$ cat config.mk
export PLATFORM = sky130hd
export DESIGN_NAME = multu_unit
export DESIGN_NICKNAME = d
export VERILOG_FILES = /design/src/rtl/mult_pkg.sv /design/src/rtl/full_adder.sv /design/src/rtl/mult_adder.sv /design/src/rtl/multu_unit.sv
export SDC_FILE = /design/constraint.sdc
export NUM_CORES = 1
export LEC_CHECK = 0
export ABC_AREA = 1
export BUFFER_PORTS_ARGS = -buffer_cell sky130_fd_sc_hd__buf_2
export CAP_MARGIN = 20
export CORE_MARGIN = 2
export CORE_UTILIZATION = 40
export DETAILED_ROUTE_END_ITERATION = 10
export GPL_TIMING_DRIVEN = 1
export HOLD_SLACK_MARGIN = 0.12
export PLACE_DENSITY_LB_ADDON = 0.2
export SLEW_MARGIN = 40
export SYNTH_ARGS = -nofsm -noshare
export SYNTH_HDL_FRONTEND = slang
export SYNTH_SLANG_ARGS = --single-unit
export TNS_END_PERCENT = 10
$ cat constraint.sdc
create_clock -name clk -period 15.2 [get_ports clk]
set_input_delay 2.28 -clock clk [delete_from_list [all_inputs] [get_ports clk]]
set_output_delay 2.28 -clock clk [all_outputs]
set_load 0.01 [all_outputs]
$ cat src/rtl/mult_pkg.sv
// rtl/mult_pkg.sv - funct codes, FSM state encoding and default width for multu_unit
package mult_pkg;

    localparam int MULT_DEFAULT_WIDTH = 32;

    localparam logic [5:0] FUNCT_MULTU = 6'b011001;
    localparam logic [5:0] FUNCT_MULT  = 6'b011000;
    localparam logic [5:0] FUNCT_MFHI  = 6'b010000;
    localparam logic [5:0] FUNCT_MFLO  = 6'b010010;

    typedef enum logic [1:0] {
        ST_IDLE = 2'd0,
        ST_RUN  = 2'd1,
        ST_DONE = 2'd2
    } state_t;

endpackage

$ cat src/rtl/full_adder.sv
// rtl/full_adder.sv - single-bit full-adder cell
module full_adder (
    input  logic i_a,
    input  logic i_b,
    input  logic i_cin,
    output logic o_sum,
    output logic o_cout
);

    assign o_sum  = i_a ^ i_b ^ i_cin;
    assign o_cout = (i_a & i_b) | (i_cin & (i_a ^ i_b));

endmodule

$ cat src/rtl/mult_adder.sv
// rtl/mult_adder.sv - WIDTH-bit ripple-carry adder built from full_adder cells
module mult_adder
    import mult_pkg::*;
#(
    parameter int WIDTH = MULT_DEFAULT_WIDTH
) (
    input  logic [WIDTH-1:0] i_a,
    input  logic [WIDTH-1:0] i_b,
    output logic [WIDTH-1:0] o_sum,
    output logic             o_cout
);

    logic [WIDTH:0] w_carry;

    assign w_carry[0] = 1'b0;

    genvar gi;
    generate
        for (gi = 0; gi < WIDTH; gi++) begin : g_fa
            full_adder u_fa (
                .i_a    (i_a[gi]),
                .i_b    (i_b[gi]),
                .i_cin  (w_carry[gi]),
                .o_sum  (o_sum[gi]),
                .o_cout (w_carry[gi+1])
            );
        end
    endgenerate

    assign o_cout = w_carry[WIDTH];

endmodule

$ cat src/rtl/multu_unit.sv
// rtl/multu_unit.sv - shift-add HI/LO multiplier, one bit per cycle; MULT_SIGNED_EN adds signed MULT
module multu_unit
    import mult_pkg::*;
#(
    parameter int WIDTH = MULT_DEFAULT_WIDTH
) (
    input  logic             clk,
    input  logic             rst,
    input  logic             start,
    input  logic [5:0]       funct,
    input  logic [WIDTH-1:0] a,
    input  logic [WIDTH-1:0] b,
    output logic [WIDTH-1:0] dataOut,
    output logic             busy,
    output logic             done
);

    localparam int CW = (WIDTH > 1) ? $clog2(WIDTH) : 1;

    state_t             r_state;
    logic [WIDTH-1:0]   r_mcand;
    logic [2*WIDTH-1:0] r_prod;
    logic [CW-1:0]      r_count;
    logic [WIDTH-1:0]   r_hi;
    logic [WIDTH-1:0]   r_lo;
    logic               r_busy;
    logic               r_done;

    logic               w_is_mul;
    logic [WIDTH-1:0]   w_op_a;
    logic [WIDTH-1:0]   w_op_b;
    logic [2*WIDTH-1:0] w_result;
    logic [WIDTH-1:0]   w_addend;
    logic [WIDTH-1:0]   w_sum;
    logic               w_cout;

`ifdef MULT_SIGNED_EN
    logic r_sign;
    logic w_signed_op;

    // Signed MULT runs the same unsigned datapath on magnitudes; the sign is reapplied at commit.
    assign w_signed_op = (funct == FUNCT_MULT);
    assign w_is_mul    = (funct == FUNCT_MULTU) || w_signed_op;
    assign w_op_a      = (w_signed_op && a[WIDTH-1]) ? (~a + 1'b1) : a;
    assign w_op_b      = (w_signed_op && b[WIDTH-1]) ? (~b + 1'b1) : b;
    assign w_result    = r_sign ? (~r_prod + {{(2*WIDTH-1){1'b0}}, 1'b1}) : r_prod;
`else
    assign w_is_mul    = (funct == FUNCT_MULTU);
    assign w_op_a      = a;
    assign w_op_b      = b;
    assign w_result    = r_prod;
`endif

    assign w_addend = r_prod[0] ? r_mcand : {WIDTH{1'b0}};

    mult_adder #(.WIDTH(WIDTH)) u_adder (
        .i_a    (r_prod[2*WIDTH-1:WIDTH]),
        .i_b    (w_addend),
        .o_sum  (w_sum),
        .o_cout (w_cout)
    );

    always_ff @(posedge clk or posedge rst) begin
        if (rst) begin
            r_state <= ST_IDLE;
            r_mcand <= '0;
            r_prod  <= '0;
            r_count <= '0;
            r_hi    <= '0;
            r_lo    <= '0;
            r_busy  <= 1'b0;
            r_done  <= 1'b0;
`ifdef MULT_SIGNED_EN
            r_sign  <= 1'b0;
`endif
        end else begin
            r_done <= 1'b0;
            case (r_state)
                ST_IDLE: begin
                    if (start && w_is_mul) begin
                        r_mcand <= w_op_a;
                        r_prod  <= {{WIDTH{1'b0}}, w_op_b};
                        r_count <= '0;
                        r_busy  <= 1'b1;
                        r_state <= ST_RUN;
`ifdef MULT_SIGNED_EN
                        r_sign  <= w_signed_op && (a[WIDTH-1] ^ b[WIDTH-1]);
`endif
                    end
                end
                ST_RUN: begin
                    // Carry out of the upper-half add becomes the new MSB after the shift.
                    r_prod  <= {w_cout, w_sum, r_prod[WIDTH-1:1]};
                    r_count <= r_count + 1'b1;
                    if (r_count == CW'(WIDTH - 1)) begin
                        r_busy  <= 1'b0;
                        r_state <= ST_DONE;
                    end
                end
                ST_DONE: begin
                    r_hi    <= w_result[2*WIDTH-1:WIDTH];
                    r_lo    <= w_result[WIDTH-1:0];
                    r_done  <= 1'b1;
                    r_state <= ST_IDLE;
                end
                default: begin
                    r_busy  <= 1'b0;
                    r_state <= ST_IDLE;
                end
            endcase
        end
    end

    always_comb begin
        dataOut = '0;
        if (funct == FUNCT_MFHI) begin
            dataOut = r_hi;
        end else if (funct == FUNCT_MFLO) begin
            dataOut = r_lo;
        end
    end

    assign busy = r_busy;
    assign done = r_done;

endmodule

==> results.txt <==
----------------------------------------------------
[Yosys]
  Syn avg cell area ... between 8 and 9 um2
  Yosys warns ... 0
  Sequential element share of the synthesized area ... 50.9%
  Number of distinct library cell variants in the gate-level netlist after synthesis ... 24
  Ys flop type ... sky130_fd_sc_hd__dfrtp_1
  Cells after synthesis ... 988
  Most common cell in the netlist ... sky130_fd_sc_hd__nand2_1
  Top cell type's share of synthesized area ... between 50% and 60%
  Net Count, Synth ... approximately 1.1k
  Total standard cell area after synthesis ... 8300 um2
  #FFs+latches synth ... 169
  Post-synth top cells ... sky130_fd_sc_hd__nand2_1 (336), sky130_fd_sc_hd__dfrtp_1 (169), sky130_fd_sc_hd__inv_1 (143)
  Async set-or-reset flop fraction in the synthesized netlist ... 100%
  Top post-synthesis cells by area ... sky130_fd_sc_hd__dfrtp_1 (51%), sky130_fd_sc_hd__nand2_1 (15%), sky130_fd_sc_hd__fa_1 (7.5%)
  Yosys top cell by area ... sky130_fd_sc_hd__dfrtp_1
  Number of enable-type register cells in the synthesized netlist ... 0

[Timing]
  Worst Clk Skew ... 0.00924 ns
  Max-slew headroom ... between 40% and 50%
  Worst slew pin tran ... 0.753 ns
  Total count of hold-check failures in the final report ... 0
  Final setup TNS ... 0 ns
  Post-route worst hold slack ... 0.485 ns
  Final number of setup-violating endpoints ... 0
  Share of the clock period used by the worst path after layout ... approximately nine tenths
  Highest achievable clock rate ... a little over 0.07 GHz
  Unrepaired setup endpoints after global routing ... no
  Min Clock Period, post-route ... between 10 and 15 ns
  Number of pins with negative max-slew slack in the final report ... 0

[Critical path]
  Master of the slowest instance on the critical path ... sky130_fd_sc_hd__fa_1
  Critical Path Start Type ... register
  Top cell by count, worst path ... sky130_fd_sc_hd__fa_1
  Worst path required time ... between 15 and 20 ns
  Type of destination of the critical path ... register
  Worst EP arrival ... about 14 ns
  Worst Setup SP ... r_prod[0]
  Critical path peak fanout ... 33
  Slack of the worst reg-to-reg path ... 1.31 ns
  CP Class ... register to register
  Reg-to-reg startpoint ... r_prod[0]
  Worst path max stage delay ... 0.48 ns

[Placed design]
  DPL Wire Length ... between 10000 and 15000 um
  Quantity of I/O buffers inserted on ports ... 106
  Routability cong. ... between 0.7 and 0.8

[Die]
  Die Width ... 148 um
  Core area ... approximately 20000 um2
  Die Area ... 21900 um2
  Die height ... 148 um
  Std-Cell Rows ... 52
  I/O Pins ... roughly 110
  Starting utilization of the core area ... 40.9%

[Clock tree]
  Register clock-pin slew on the reported worst setup and hold paths ... approximately 0.060 ns
  Number of buffers on the longest clock path ... 2
  Hold buffers post-CTS ... 0
  Post-CTS setup-driven buffer insertion count ... 0
  Buffer type at the clock tree root ... sky130_fd_sc_hd__clkbuf_16
  Clock sinks ... 169
  Clock latency of the later-clocked register in the worst-skew pair ... 0.43 ns
  Number of buffers created by CTS ... 17
  Number of levels the H-tree was split into ... 4
  CTS tree ... done
  # resized after CTS ... 0

[Drt]
  Drt pass-1 iters ... 5
  Number of vias after detailed routing ... 6256
  Average wire length per cell after detail routing ... 13.8 um
  Average vias per placed instance ... 4.65
  Starting DRT DRC Count ... 407
  Drc violations ... 0
  Sum of routed wire length over all layers ... about 19000 um
  Antenna violation net count after detailed routing ... 0

[Min path]
  Worst hold-check path type ... register to register
  Min-delay src ... r_mcand[4]

[GRT]
  Overall overflow remaining after global route ... 0
  First-pass GRT wire length ... ~31000 um
  Pin count of the biggest net entering global routing ... 112
  Initial antenna violation count ... 0
  Global-route total usage across every layer ... 17.8%
  Number of global-route vias before repair ... 6024

[Pwr]
  Internal power ... 0.908 mW
  Power spent charging and discharging nets ... 0.387 mW
  Leakage power summed over all cells ... 5.02 nW
  Clock group share of total power ... about 35%
  Comb power frac ... between 15 and 20%
  Seq pwr share ... 46.5%
  Switching Fraction ... 29.9%
  Worst vdd ir ... 86.8 uV
  Cell area power density ... 135 nW/um2

[Layout]
  Antenna diode instance count ... 0
  Final design utilization ... roughly 47%
  Area overhead of the layout relative to synthesis ... 15.5%
  Number of nets in the layout ... 1169
  Layout cells sized above 1 ... 15.5%

[Outcome]
  Run status ... finished, final reports clean

[Run]
  Max cap viols ... 0

----------------------------------------------------
metal layers:
layer / track usage, % / wire [um] / vias to the layer above
met5: 0 / 0 / -
met3: 4.54 / 956 / 18
met1: 27.8 / 9840 / 2917
li1: - / - / 3184
met2: 24.8 / 7550 / 137
met4: 4.10 / 199 / 0
placed cells by master (no fill, tap or decap), types with 4 or more instances in the layout:
master,n
sky130_fd_sc_hd__nand2_1,336
sky130_fd_sc_hd__dfrtp_1,169
sky130_fd_sc_hd__inv_1,142
sky130_fd_sc_hd__buf_2,106
sky130_fd_sc_hd__o21ai_0,98
sky130_fd_sc_hd__nand3_1,71
sky130_fd_sc_hd__o22ai_1,32
sky130_fd_sc_hd__fa_1,31
sky130_fd_sc_hd__or2_2,20
sky130_fd_sc_hd__clkbuf_16,17
sky130_fd_sc_hd__or2_1,9
sky130_fd_sc_hd__nor2_1,8
sky130_fd_sc_hd__clkbuf_1,5
sky130_fd_sc_hd__bufinv_16,4
sky130_fd_sc_hd__buf_4,4
sky130_fd_sc_hd__buf_6,4
final timing paths:
check / depth (start not counted) / end
worst min register to register: 2 / r_mcand[4]
worst max register to register: 41 / r_prod[62]
worst max-delay path: 41 / r_prod[62]
worst min-delay path: 2 / r_mcand[4]
min in group asynchronous: 2 / r_lo[26]
max in group asynchronous: 3 / r_hi[13]
logic make-up after synthesis:
logic type               count (synthesis)  synth area share (%)
flip-flops                             169                  50.9
adder cells (fa/ha/maj)                 34                  7.93
buffers and inverters                  203                  10.1
AO/OA/AOI/OAI                          133                  8.53
AND/OR/NAND/NOR                        449                  22.5
power by group through the flow:
stage	registers (mW)	logic [mW]	clock network, mW
6_report	0.602	0.234	0.459
5_1_grt	0.614	0.282	0.484
4_1_cts	0.602	0.241	0.467
3_5_place_dp	0.609	0.239	0
3_3_place_gp	0.607	0.232	0
2_1_floorplan	0.588	0.189	0
critical path: cells and delay by family, from the launching register on:
family | cells | cell delay, ns
flops | 1 | 0.34
simple gates | 3 | 0.52
buf+inv | 7 | 0.72
fa+ha+maj | 31 | 12.25
per-stage QoR:
stage	cell area, um2	worst slack, ns	instances	power, mW
finish	9590	1.31	1345	1.30
detailed placement	8960	1.17	1313	0.848
floorplan	8300	1.44	988	0.777
CTS	9580	1.13	1345	1.31
global route	9590	0.678	1345	1.38
global placement	8950	1.28	1313	0.839
layout make-up:
type                            count  area, um2
Clock buffer                       24        472
Clock inverter                      8        143
Fill cell                        2026      10700
Inverter                          144        548
Multi-Input combinational cell    616       3250
Sequential cell                   169       4230
Tap cell                          270        338
Timing Repair Buffer              114        606
registers in the layout (all words and copies together), names as in the netlist:
| name | cells |
|---|---|
| busy | 1 |
| r_hi | 32 |
| done | 1 |
| r_prod | 64 |
| r_lo | 32 |
| r_mcand | 32 |
| r_count | 5 |
| r_state | 2 |
Power figures use the tool's default switching activity.
